==> src/rtl/gate_selftest_pkg.sv <==
// gate_selftest_pkg: shared types and constants for the gate-bank self-test.
//   state_e     - sequencer states
//   *_B         - bit positions of each gate within res / fail_mask
//   VEC_W/ERR_W - widths of the vector counter and the error counter
package gate_selftest_pkg;
  typedef enum logic [1:0] {ST_IDLE, ST_SETTLE, ST_CHECK, ST_DONE} state_e;

  localparam int NAND_B = 4;
  localparam int INV_B  = 3;
  localparam int AND_B  = 2;
  localparam int OR_B   = 1;
  localparam int XOR_B  = 0;
  localparam int NGATES = 5;

  localparam int VEC_W  = 2;
  localparam int ERR_W  = 3;
endpackage

==> src/rtl/gate_selftest_if.sv <==
// gate_selftest_if: bundles the controller/gate-bank side signals of the self-test.
//   start          controller -> sequencer, start a run
//   res[4:0]       gate bank  -> sequencer, gate outputs (nand,inv,and,or,xor)
//   a, b           sequencer  -> gate bank, stimulus
//   busy, done     sequencer  -> controller, run status
//   pass, fail_mask, first_fail_vec, err_cnt   run results
// slave: the sequencer. master: the controller/gate-bank side.
interface gate_selftest_if;
  import gate_selftest_pkg::*;

  logic              start;
  logic [NGATES-1:0] res;
  logic              a;
  logic              b;
  logic              busy;
  logic              done;
  logic              pass;
  logic [NGATES-1:0] fail_mask;
  logic [VEC_W-1:0]  first_fail_vec;
  logic [ERR_W-1:0]  err_cnt;

  modport master (
    output start, res,
    input  a, b, busy, done, pass, fail_mask, first_fail_vec, err_cnt
  );

  modport slave (
    input  start, res,
    output a, b, busy, done, pass, fail_mask, first_fail_vec, err_cnt
  );
endinterface

==> src/rtl/gate_selftest_ref_model.sv <==
// gate_ref_model: combinational ideal truth table of the gate bank.
//   a_i, b_i   gate inputs
//   exp_o[4:0] expected {nand, inv(a), and, or, xor}
module gate_ref_model
  import gate_selftest_pkg::*;
(
  input  logic              a_i,
  input  logic              b_i,
  output logic [NGATES-1:0] exp_o
);
  always_comb begin
    exp_o         = '0;
    exp_o[NAND_B] = ~(a_i & b_i);
    exp_o[INV_B]  = ~a_i;
    exp_o[AND_B]  = a_i & b_i;
    exp_o[OR_B]   = a_i | b_i;
    exp_o[XOR_B]  = a_i ^ b_i;
  end
endmodule

==> src/rtl/gate_selftest.sv <==
// gate_selftest: self-test sequencer for the NAND-derived gate bank.
// Walks {a,b} through 00,01,10,11, waits SETTLE_CYCLES per vector, samples res
// in a one-cycle CHECK state and accumulates mismatches against gate_ref_model.
//   clk, rst  clock, asynchronous active-high reset
//   bus       gate_selftest_if.slave (start/res in; stimulus, status, results out)
// Config macro: GATE_SELFTEST_XOR_EN - when defined res[0] (xor) is checked;
// otherwise it is ignored and fail_mask[0] stays 0.
module gate_selftest
  import gate_selftest_pkg::*;
#(
  parameter int unsigned SETTLE_CYCLES = 1  // 1..15
) (
  input  logic           clk,
  input  logic           rst,
  gate_selftest_if.slave bus
);
`ifdef GATE_SELFTEST_XOR_EN
  localparam logic [NGATES-1:0] CHK_MASK = 5'b11111;
`else
  localparam logic [NGATES-1:0] CHK_MASK = 5'b11110;
`endif
  localparam logic [3:0] SETTLE_LD = 4'(SETTLE_CYCLES);

  state_e            state_q;
  logic [VEC_W-1:0]  vec_q;
  logic [3:0]        settle_q;
  logic              a_q, b_q, busy_q, done_q, pass_q;
  logic [NGATES-1:0] fail_mask_q;
  logic [VEC_W-1:0]  ffv_q;
  logic [ERR_W-1:0]  err_q, err_d;

  logic [NGATES-1:0] exp_res, mism;

  // vec_q always equals {a_q,b_q}; the model runs off the counter.
  gate_ref_model u_ref (
    .a_i   (vec_q[1]),
    .b_i   (vec_q[0]),
    .exp_o (exp_res)
  );

  assign mism  = (bus.res ^ exp_res) & CHK_MASK;
  assign err_d = (|mism) ? err_q + 3'd1 : err_q;

  always_ff @(posedge clk or posedge rst) begin
    if (rst) begin
      state_q     <= ST_IDLE;
      vec_q       <= '0;
      settle_q    <= '0;
      a_q         <= 1'b0;
      b_q         <= 1'b0;
      busy_q      <= 1'b0;
      done_q      <= 1'b0;
      pass_q      <= 1'b0;
      fail_mask_q <= '0;
      ffv_q       <= '0;
      err_q       <= '0;
    end else begin
      case (state_q)
        ST_IDLE: if (bus.start) begin
          fail_mask_q <= '0;
          err_q       <= '0;
          ffv_q       <= '0;
          pass_q      <= 1'b0;
          vec_q       <= '0;
          a_q         <= 1'b0;
          b_q         <= 1'b0;
          settle_q    <= SETTLE_LD;
          busy_q      <= 1'b1;
          state_q     <= ST_SETTLE;
        end
        ST_SETTLE: begin
          settle_q <= settle_q - 4'd1;
          if (settle_q == 4'd1) state_q <= ST_CHECK;
        end
        ST_CHECK: begin
          err_q <= err_d;
          if (|mism) begin
            fail_mask_q <= fail_mask_q | mism;
            if (err_q == '0) ffv_q <= vec_q;
          end
          if (vec_q == 2'd3) begin
            // pass uses the post-update count so it is valid with done
            done_q  <= 1'b1;
            pass_q  <= (err_d == '0);
            state_q <= ST_DONE;
          end else begin
            vec_q      <= vec_q + 2'd1;
            {a_q, b_q} <= vec_q + 2'd1;
            settle_q   <= SETTLE_LD;
            state_q    <= ST_SETTLE;
          end
        end
        ST_DONE: begin
          done_q  <= 1'b0;
          busy_q  <= 1'b0;
          state_q <= ST_IDLE;
        end
        default: state_q <= ST_IDLE;
      endcase
    end
  end

  assign bus.a              = a_q;
  assign bus.b              = b_q;
  assign bus.busy           = busy_q;
  assign bus.done           = done_q;
  assign bus.pass           = pass_q;
  assign bus.fail_mask      = fail_mask_q & CHK_MASK;
  assign bus.first_fail_vec = ffv_q;
  assign bus.err_cnt        = err_q;
endmodule
==> src/flat_wrapper.sv <==
// flat-port wrapper written by rule: the top's interface ports become plain ports
module gate_selftest_flat import gate_selftest_pkg::*;
#(
  parameter int unsigned SETTLE_CYCLES = 1          
)
  (clk, rst, bus_start, bus_res, bus_a, bus_b, bus_busy, bus_done, bus_pass, bus_fail_mask, bus_first_fail_vec, bus_err_cnt);
  gate_selftest_if bus_i ();
  input  logic clk;
  input  logic rst;
  input wire logic [$bits(bus_i.start)-1:0] bus_start;
  input wire logic [$bits(bus_i.res)-1:0] bus_res;
  output wire logic [$bits(bus_i.a)-1:0] bus_a;
  output wire logic [$bits(bus_i.b)-1:0] bus_b;
  output wire logic [$bits(bus_i.busy)-1:0] bus_busy;
  output wire logic [$bits(bus_i.done)-1:0] bus_done;
  output wire logic [$bits(bus_i.pass)-1:0] bus_pass;
  output wire logic [$bits(bus_i.fail_mask)-1:0] bus_fail_mask;
  output wire logic [$bits(bus_i.first_fail_vec)-1:0] bus_first_fail_vec;
  output wire logic [$bits(bus_i.err_cnt)-1:0] bus_err_cnt;
  assign bus_i.start = bus_start;
  assign bus_i.res = bus_res;
  assign bus_a = bus_i.a;
  assign bus_b = bus_i.b;
  assign bus_busy = bus_i.busy;
  assign bus_done = bus_i.done;
  assign bus_pass = bus_i.pass;
  assign bus_fail_mask = bus_i.fail_mask;
  assign bus_first_fail_vec = bus_i.first_fail_vec;
  assign bus_err_cnt = bus_i.err_cnt;
  gate_selftest #(.SETTLE_CYCLES(SETTLE_CYCLES)) u_core (.clk(clk), .rst(rst), .bus(bus_i));
endmodule
==> config.mk <==
export PLATFORM = sky130hd
export DESIGN_NAME = gate_selftest_flat
export DESIGN_NICKNAME = d
export VERILOG_FILES = /design/src/rtl/gate_selftest_pkg.sv /design/src/rtl/gate_selftest_if.sv /design/src/rtl/gate_selftest_ref_model.sv /design/src/rtl/gate_selftest.sv /design/src/flat_wrapper.sv
export SDC_FILE = /design/constraint.sdc
export NUM_CORES = 1
export LEC_CHECK = 0
export ABC_CLOCK_PERIOD_IN_PS = 4450
export CAP_MARGIN = 20
export CORE_MARGIN = 2
export CORE_UTILIZATION = 32
export DETAILED_ROUTE_END_ITERATION = 8
export PLACE_DENSITY = 0.54
export SETUP_SLACK_MARGIN = 0.1
export SLEW_MARGIN = 0
export SYNTH_ARGS = -nofsm -noshare
export SYNTH_HDL_FRONTEND = slang
export SYNTH_SLANG_ARGS = --single-unit
==> constraint.sdc <==
create_clock -name clk -period 4.45 [get_ports clk]
set_clock_uncertainty 0.05 [all_clocks]
set_input_delay 0.89 -clock clk [delete_from_list [all_inputs] [get_ports clk]]
set_output_delay 0.89 -clock clk [all_outputs]
set_load 0.05 [all_outputs]
; ---- After elaboration in Yosys (flattened, before gate mapping)
; Cells that the tools add are included.
[word_totals]
reg_bits = 23
input_bits = 8
[op_classes]
add_sub_neg = 3
eq_ne = 11
n_mux = 30
bitwise = 7
n_reduce_logical = 17
[op_table]
columns = cell, n
row1 = 2-bit 2-to-1 mux, 7
row2 = 4-bit case mux with 3 select lines, 1
row3 = 3-bit AND reduction, 4
row4 = 5-bit 2-to-1 mux, 2
row5 = 1-bit case mux with 2 select lines, 5
row6 = 5-bit case mux with 2 select lines, 1
row7 = 4-bit 2-to-1 mux, 2
row8 = "2-bit by 1-bit inequality test with 1-bit output, second input constant", 4
row9 = 2-bit case mux with 2 select lines, 2
row10 = 2-bit case mux with 4 select lines, 1
row11 = 2-bit AND reduction, 4
row12 = "2-bit == test, second input constant", 3
row13 = 3-bit logical NOT, 2
row14 = 1-bit 2-to-1 mux, 6
row15 = 3-bit 2-to-1 mux, 2
row16 = 3-bit case mux with 2 select lines, 1
row17 = 2-bit nonzero test, 3
row18 = 5-bit bitwise OR, 1
row19 = 5-bit XOR, 1
row20 = "4-bit by 1-bit == test with 1-bit output, second input constant", 1
row21 = "2-bit inequality test, second input constant", 2
row22 = 4-bit AND reduction, 1
row23 = 4-bit OR reduction, 1
row24 = "4-bit by 1-bit subtractor with 4-bit output, second input constant", 1
row25 = other kinds (9), 10

; ---- Logic depth before layout (Yosys ltp)
[logic_depth]
depth_word = 8
ltp_mapped = 7

; ---- Cells and area by module
; A second synthesis with hierarchy kept.
[unflattened]
cells_unflattened = 125
area_unflattened_um2 = 1188.6
[modules_own_cells]
columns = mod, instances, cells_each, area_per_inst_um2, seq_area_each_um2
row1 = gate_selftest, 1, 118, 1136.1, 500.5
row2 = gate_ref_model, 1, 7, 52.6, 0.0

; ---- Worst setup path after synthesis
; No wires, ideal clock.
[synth_timing]
path_kind = register to register
startpoint = register, netlist name u_core.bus.a
endpoint = register u_core.err_q[2], in the netlist u_core.bus.err_cnt[2]
arrival_ns = 1.960
path_slack_ns = 2.316
path_stages_with_launch = 8
n_path_buf = 2
synth_period_minus_slack_ns = 2.134
cell_sequence = dfrtp_1 ha_1 buf_4 xor2_1 nand4_1 buf_6 and4_4 a211o_1
[synth_lines]
columns = element, line_no
row1 = to (signal assigned), gate_selftest.sv:76  ; err_q <= err_d;
row2 = to (decl), gate_selftest.sv:30  ; logic [ERR_W-1:0] err_q, err_d;

; ---- Worst setup path in the final report
[layout_timing]
startpoint = register u_core.a_q, in the netlist u_core.bus.a
endpoint = output port bus_a
[layout_lines]
columns = element, line_no
row1 = from (decl), gate_selftest.sv:27  ; logic a_q, b_q, busy_q, done_q, pass_q;
row2 = from (signal assigned), gate_selftest.sv:88  ; {a_q, b_q} <= vec_q + 2'd1;
row3 = to (decl), flat_wrapper.sv:12  ; output wire logic [$bits(bus_i.a)-1:0] bus_a;
; No word-level cell between the ends.

==> results.py <==
metrics = {
    "power_and_ir_drop": {
        "power_density_nw_per_um2": 615,
        "cell_internal_pwr_w": 0.000448,
        "comb_power_share": 0.509,
        "irDropWorstVdd_v": 0.000311,
        "p_sw_frac": 0.481,
        "pwr-share-clk": 0.103,
        "leakagePower_nw": 0.627,
        "p_sw_w": 0.000415,
        "p_seq_frac": 0.388,
    },
    "timing": {
        "rsz0062_at_grt": "no",
        "finalMaxSlewViolations": 0,
        "relSlewSlack": 0.470,
        "hold_slack_ns": 0.441,
        "fin_crit_ns": 2.60,
        "finalSetupViolCount": 0,
        "setup_tns_ns": 0,
        "max_freq_mhz": 385,
        "worst_slew_pin_slew_ns": 0.794,
        "period_share": 0.584,
        "hold_viol_final": 0,
    },
    "critical_path": {
        "critPathBufInv": 1,
        "path_class": "reg -> out",
        "crit_path_start_kind": "flip-flop",
        "startpoint": "u_core.bus.a",
        "worstPathCellList": "clkdlybuf4s50_1",
        "cpMaxStageDelayCell": "clkdlybuf4s50_1",
        "max_stage_delay_ns": 0.86,
        "worstReg2RegStart": "u_core.bus.a",
        "critical_path.top_delay_family": "buffers and inverters",
        "worstPathMaxFanout": 7,
        "crit_required_ns": 3.51,
        "worstSetupEndpointType": "primary output",
        "crit_arrival_ns": 1.66,
    },
    "route": {
        "wl_per_cell_um": 12.7,
        "first_iter_violations": 58,
        "drc_errors": 0,
        "drt-total-wl_mm": 2.41,
        "viasPerCell": 5.05,
        "dr.pass1.iters": 4,
        "drtAntennaViolNets": 0,
        "vias": 960,
    },
    "clock_tree": {
        "clockRootBuffer": "clkbuf_4",
        "clock_latency_ns": 0.31,
        "clk_pin_slew_ns": 0.12,
        "cts.htree.levels": 1,
        "cts.sinks": 20,
        "cts_setup_buffers": 0,
        "cts_buffers": 3,
        "cts.repair.resized": 0,
        "cts_tree": "yes",
        "cts_hold_buf": 0,
        "cts_buffer_depth": 2,
    },
    "flow_run": {
        "cap_violations": 0,
    },
    "yosys": {
        "synth_area_leaders": "dfrtp_1, ha_1, nand2_1",
        "ys_async_sr_fraction": 1.00,
        "ys_ff_latch": 20,
        "yosysTopAreaCell": "dfrtp_1",
        "synthCells": 128,
        "seq_area_frac_synth": 0.430,
        "yosysTopAreaCellShare": 0.430,
        "synthesis.nets": 142,
        "yosysWarningCount": 0,
        "synth_ff_type": "dfrtp_1",
        "synth_common_cells": "dfrtp_1, nand2_1, o21ai_0",
        "syn_area_per_cell_um2": 9.09,
        "syn_area_um2": 1160,
        "synth_edf_count": 0,
        "synth_cell_types": 36,
    },
    "grt": {
        "grt_pass1_vias": 952,
        "grt_usage": 0.132,
        "antenna_found_initial": 0,
        "grt_pass1_wl_mm": 4.30,
        "grt_start_max_net_pins": 23,
        "grt_overflow_total": 0,
    },
    "final_layout": {
        "nFillCells": 363,
        "drive_gt1_frac": 0.0556,
        "num_antenna_cells": 0,
        "syn_to_final_growth_pct": 20.5,
        "nNetsFinal": 160,
    },
    "floorplanning": {
        "start_util": 0.341,
        "die_h_um": 64.3,
        "rows": 21,
        "pin_count": 23,
        "fp.dieW_um": 64.3,
        "die-area_um2": 4130,
        "core_um2": 3420,
    },
    "placement": {
        "hpwl_mm": 1.70,
        "port_buffers": 20,
        "gp_congestion": 0.778,
    },
    "worst_hold_path": {
        "hold_path_class": "reg -> reg",
        "hp-start": "u_core.settle_q[3]",
    },
    "outcome": {
        "status": "complete, no violations",
    },
}
-- cells by family after synthesis --
family	Yosys count	share of synthesized area
and+or+nand+nor	45	0.194
AOI/OAI and AO/OA	33	0.186
DFF	20	0.430
buffers and inverters	16	0.0645
adders and majority gates	6	0.0645
xor gates and xnor gates	4	0.0301
muxes	3	0.0280
other	1	0.00322
-- cell type report --
type | count | area, µm² | area share
Multi-Input combinational cell | 92 | 588 | 0.419
Sequential cell | 20 | 500 | 0.357
Timing Repair Buffer | 20 | 200 | 0.143
Tap cell | 46 | 57.6 | 0.0410
Inverter | 9 | 33.8 | 0.0241
Clock buffer | 3 | 22.5 | 0.0161
-- state kept, by name (all words and copies together) (netlist names) --
signal and cells:
u_core.bus.first_fail_vec 2, u_core.bus.a 1, u_core.bus.pass 1, u_core.bus.err_cnt 3, u_core.vec_q 1, u_core.bus.busy 1, u_core.bus.done 1, u_core.state_q 2
u_core.fail_mask_q 4, u_core.settle_q 4
-- stage by stage --
| step | setup WS [ns] | total power (W) | cell area [µm²] | utilization | std cells |
|---|---|---|---|---|---|
| finish | 1.85 | 0.000863 | 1400 | 0.411 | 190 |
| global route | 1.78 | 0.000938 | 1400 | 0.411 | 190 |
| global placement | 1.64 | 0.000774 | 1380 | 0.404 | 187 |
| CTS | 1.83 | 0.000877 | 1400 | 0.411 | 190 |
| floorplan | 2.32 | 0.000656 | 1160 | - | 128 |
| detailed placement | 1.63 | 0.000783 | 1380 | 0.404 | 187 |
-- cell usage in the layout, fill, tap and decap left out, types with 5 or more instances in the layout --
master / n
clkdlybuf4s50_1: 20
dfrtp_1: 20
ha_1: 6
inv_1: 9
nand2_1: 20
nand2b_1: 5
nor2_1: 8
o21ai_0: 14
-- routing by layer --
layer | track usage | part of all wire | vias to the layer above
met5 | 0 | 0 | -
li1 | - | - | 480
met3 | 0.0440 | 0.049 | 2
met2 | 0.219 | 0.47 | 20
met1 | 0.168 | 0.47 | 458
met4 | 0.0239 | 0.0054 | 0
-- final timing paths --
kind	endpoint	slack, ns	cells after the start
setup reg to reg	u_core.bus.err_cnt[2]	2.09	5
max in group asynchronous	u_core.settle_q[3]	2.87	2
setup / recovery	bus_a	1.85	1
hold / removal	u_core.settle_q[3]	0.44	1
min in group asynchronous	u_core.vec_q[0]	0.97	2
hold reg to reg	u_core.settle_q[3]	0.44	1
-- power groups by stage --
stage | logic (W) | registers [W] | clock network [W]
global placement | 0.000436 | 0.000339 | 0
CTS | 0.000445 | 0.000336 | 0.0000954
floorplan | 0.000253 | 0.000403 | 0
detailed placement | 0.000443 | 0.000340 | 0
finish | 0.000439 | 0.000335 | 0.0000888
global route | 0.000485 | 0.000352 | 0.000101
(Power assumes the default switching activity.)
